`config.mk`:
```
export PLATFORM = sky130hd
export DESIGN_NAME = fifo_write
export DESIGN_NICKNAME = d
export VERILOG_FILES = /design/src/rtl/mac_fifo_pkg.sv /design/src/rtl/fifo_write.sv
export SDC_FILE = /design/constraint.sdc
export NUM_CORES = 1
export LEC_CHECK = 0
export BUFFER_PORTS_ARGS = -buffer_cell sky130_fd_sc_hd__buf_2
export CAP_MARGIN = 10
export CELL_PAD_IN_SITES_DETAIL_PLACEMENT = 0
export CELL_PAD_IN_SITES_GLOBAL_PLACEMENT = 1
export CORE_ASPECT_RATIO = 1.4
export CORE_UTILIZATION = 41
export DETAILED_ROUTE_END_ITERATION = 8
export HOLD_SLACK_MARGIN = 0.15
export PLACE_DENSITY_LB_ADDON = 0.12
export SLEW_MARGIN = 20
export SYNTH_ARGS = -nofsm -noshare
export SYNTH_HDL_FRONTEND = slang
export SYNTH_SLANG_ARGS = --single-unit
```
`constraint.sdc`:
```
create_clock -name clk -period 4.8 [get_ports clk]
set_clock_uncertainty 0.05 [all_clocks]
set_input_delay 1.2 -clock clk [delete_from_list [all_inputs] [get_ports clk]]
set_output_delay 1.2 -clock clk [all_outputs]
set_load 0.01 [all_outputs]
```
`src/rtl/mac_fifo_pkg.sv`:
```
// Shared MAC FIFO definitions: FSM state codes and default payload size.
// Used by both the TX writer and the RX reader.
package mac_fifo_pkg;

  localparam logic [2:0] IDLE = 3'd0;
  localparam logic [2:0] LOAD = 3'd1;
  localparam logic [2:0] WORK = 3'd2;
  localparam logic [2:0] LAST = 3'd3;

  localparam int BYTES_DEF = 12;

endpackage

```
`src/rtl/fifo_write.sv`:
```
// MAC TX producer: snapshots a payload on fs, writes it byte 0 first
// into the TX FIFO with full back-pressure, then holds fd until fs drops.
module fifo_write
  import mac_fifo_pkg::*;
#(
  parameter int BYTES = BYTES_DEF,
  parameter int CW    = 12
) (
  input  logic                 clk,
  input  logic                 rst,
  input  logic [CW-1:0]        FIFO_NUM,
  input  logic [0:BYTES*8-1]   din,
  input  logic                 fifo_full,
  output logic                 fifo_txen,
  output logic [7:0]           fifo_txd,
  input  logic                 fs,
  output logic                 fd,
  output logic                 err
);

  logic [2:0]         state;
  logic [2:0]         state_nx;
  logic [0:BYTES*8-1] shreg;
  logic [3:0]         count;
  logic [3:0]         num;
  logic [3:0]         clamp;
  logic               over;

  // Full-width compare so large counts never alias onto small ones.
  assign over  = FIFO_NUM > CW'(BYTES);
  assign clamp = over ? 4'(BYTES) : 4'(FIFO_NUM);

  assign fifo_txen = (state == WORK) && !fifo_full;
  assign fifo_txd  = shreg[0:7];
  assign fd        = (state == LAST);

  always_comb begin
    state_nx = state;
    case (state)
      IDLE: if (fs) state_nx = LOAD;
      LOAD: state_nx = (clamp != 4'd0) ? WORK : LAST;
      WORK: begin
        if (fifo_txen && count == num - 4'd1)
          state_nx = LAST;
      end
      LAST: if (!fs) state_nx = IDLE;
      default: state_nx = IDLE;
    endcase
  end

  always_ff @(posedge clk or posedge rst) begin
    if (rst) begin
      state <= IDLE;
      shreg <= '0;
      count <= '0;
      num   <= '0;
      err   <= 1'b0;
    end else begin
      state <= state_nx;
      case (state)
        LOAD: begin
          shreg <= din;
          count <= '0;
          num   <= clamp;
          err   <= over;
        end
        WORK: begin
          if (fifo_txen) begin
            shreg <= {shreg[8:BYTES*8-1], 8'h00};
            count <= count + 4'd1;
          end
        end
        LAST: if (!fs) err <= 1'b0;
        default: ;
      endcase
    end
  end

endmodule

```
==> impl_results.md <==
* Nets@finish at 690
* Multi-input logic area at approximately 2100 um2
* FILL cells at 1119
* Vias in the first global route at 3602
* Reg power frac at around two fifths
* Setup TNS at 0 ns
* Worst VDD drop at slightly above 400 uV
* Via count at ~3.5k
* Post-CTS Resized at 0
* Final Instance Area at 5951 um2
* Residual DRC at 0
* H-tree depth reported by CTS at 3
* Yosys top cell area share at between 50% and 60%
* First-pass iteration count of the detailed router at 4
* Initial Util at between 40% and 50%
* Fin crit share at 75.29%
* Final Hold Vio Count at 0
* NetSw at 1461 uW
* Yosys top cell by area: dfrtp_1
* DRT antenna net count at 0
* Via density at 4.881
* CTS max path bufs at 2
* CTS Root Cell: clkbuf_16
* Ratio of cells with drive above 1 in the final layout at 25.87%
* Setup Fix Bufs, Post-CTS at 0
* Most frequent cells in the layout: 122 x buf_2, 107 x dfrtp_1, 92 x nand2_1
* Status: finished, final reports clean
* Part of the Yosys area used for sequential elements at 53.66%
* Slew @ Worst Pin at 0.9588 ns
* Clk_lat worst skew at 0.34 ns
* First-pass GRT wire length at 17.07 mm
* Fmax achieved at 276.7 MHz
* Worst-path clk slew at approximately 0.07 ns
* WL met2 at 5.226 mm
* Pwr dens at 650.4 nW/um2
* FF-to-FF setup slack at 1.98 ns
* Rows at 47
* Routed WL at 10.46 mm
* Most common cell after layout, fill and taps aside: buf_2
* Horiz. Die Dim at 95.24 um
* Clock power share at 18.9%
* Internal power at 2409 uW
* R2R cell count at 7
* WP data required at ~3.6 ns
* Synth Warn # at 0
* Leakage power at 0.002890 uW
* Uppermost layer routed: met4
* Switching Share at 37.76%
* TritonCTS clock tree: built
* Dominant cells by area after synthesis: dfrtp_1 54%, mux2i_1 18%, o21ai_1 9.0%
* Synth cell types at 28
* Max_slew headroom at 35.95%
* Post-synthesis register bit count at 107
* Post-synthesis cell count at ~470
* Max cap viols at 0
* Reg-to-Reg Start: state[0]
* I/O Buffers at approximately 120
* Type of the most critical hold path: flop to flop
* Die area at between 10000 and 15000 um2
* RR Endpoint: state[0]
* RSZ-0062 raised after global routing: no
* Drt wl/cell at 14.47 um
* Synth-to-Final Area Change at 19.26%
* Mapped Area at between 4000 and 5000 um2
* Total track usage at 17.52%
* Met1 WL at between 4 and 5 mm
* Sequential cell area at about 2700 um2
* Syn Nets at between 500 and 600
* Max FO, Critical Path at 44
* I/O pins at 123
* Mapped Avg Cell Area at 10.55 um2
* Critical Path AT at 2.36 ns
* Die Y at 132.5 um
* CP Class: flop to output pin
* Core area at ~12000 um2
* Worst setup SP type: flop
* DP HPWL at 7.218 mm
* Combinational fraction of design power at 41.8%
* Crit path to: fifo_txen
* Max-slew violations at 0
* Placement Cell Area at 5657 um2
* Largest net degree at the start of global routing at about 130
* CTS Buf Count at 9
* Fin crit period at 3.614 ns
* Initial DRC Count at 130
* Total global routing overflow at 0
* Worst Setup SP: state[0]
* Antenna Cells at 0
* # hold bufs at CTS at 0
* Final setup fails at 0
* Met3 wire len at 575 um
* Gp weighted congestion at 0.7176
* Initial antenna violation count at 0
* Crit end category: output pin
* Clk sinks at 107
per-layer routing:
| metal | track usage, % | vias up |
|---|---|---|
| met1 | 21.84 | 1636 |
| met2 | 28.85 | 74 |
| met5 | 0 | - |
| met3 | 4.943 | 8 |
| met4 | 5.724 | 0 |
| li1 | - | 1811 |
cell families (layout without fill, tap and decap cells):
logic type               after synthesis  count (layout)  synth area share, %
AO/OA/AOI/OAI                        105             105                11.48
XOR/XNOR                               8               8                1.404
adder cells (fa/ha/maj)                7               7                1.755
buffers and inverters                 45             148                4.338
flip-flops                           107             107                53.66
multiplexers                          92              92                18.53
AND/OR/NAND/NOR                      109             109                8.826
power groups by stage:
| stage | Combinational [uW] | Clock, uW | Sequential, uW |
|---|---|---|---|
| final | 1620 | 733 | 1520 |
| after global routing | 1830 | 801 | 1570 |
| after CTS | 1660 | 761 | 1530 |
| after detailed placement | 1660 | 0 | 1540 |
| after global placement | 1600 | 0 | 1530 |
| after floorplan | 1380 | 0 | 1480 |
critical path: stages, from the launching register on:
cell	delay [ns]
dfrtp_1	0.43
inv_1	0.14
ha_4	0.64
nor2b_1	0.56
buf_2	0.25
final cells by class:
cell class	count	area share [%]
clock buffer	9	3.785
clock inverter	7	1.156
inverter	5	0.3574
multi-input combinational	321	35.51
sequential	107	45.00
tap	147	3.091
timing repair buffer	127	11.10
synth_stat cells:
cell type / number
dfrtp_1: 107
nand2_1: 92
o21ai_1: 90
mux2i_1: 89
buf_1: 13
buf_2: 11
a22o_1: 9
buf_4: 9
clkbuf_1: 7
ha_1: 7
nor2_1: 6
inv_1: 5
xnor2_1: 4
xor2_1: 4
mux2_1: 2
nand3_1: 2
nand4_1: 2
nor2b_1: 2
o22a_1: 2
o31ai_1: 2
a21oi_1: 1
a31oi_1: 1
mux2_2: 1
nor2_2: 1
nor3_1: 1
nor4_2: 1
or2_2: 1
or4_1: 1
per-stage QoR:
stage          worst slack [ns]  util [%]  hold WS, ns  power (uW)  std cells
2_1_floorplan            0.7328         -       0.4053        2855        473
3_3_place_gp              1.600     47.86       0.4159        3128        707
3_5_place_dp              1.533     47.86       0.4199        3201        707
4_1_cts                   1.124     50.34       0.4365        3945        723
5_1_grt                   1.046     50.34       0.4496        4195        723
6_report                  1.186     50.34       0.4304        3870        723
flip-flops by register name, indices dropped and copies added (netlist names):
register / count
count: 4
err: 1
num: 4
shreg: 96
state: 2
how the worst min path moves through the flow:
stage / start / endpoint / slack [ns] / cells past startpoint
finish: shreg[7] / shreg[7] / 0.43 / 2
floorplan: shreg[10] / shreg[10] / 0.41 / 2
CTS: shreg[5] / shreg[5] / 0.44 / 2
detailed placement: shreg[5] / shreg[5] / 0.42 / 2
global route: shreg[46] / shreg[46] / 0.45 / 2
global placement: shreg[7] / shreg[7] / 0.42 / 2
(Power assumes the default switching activity.)
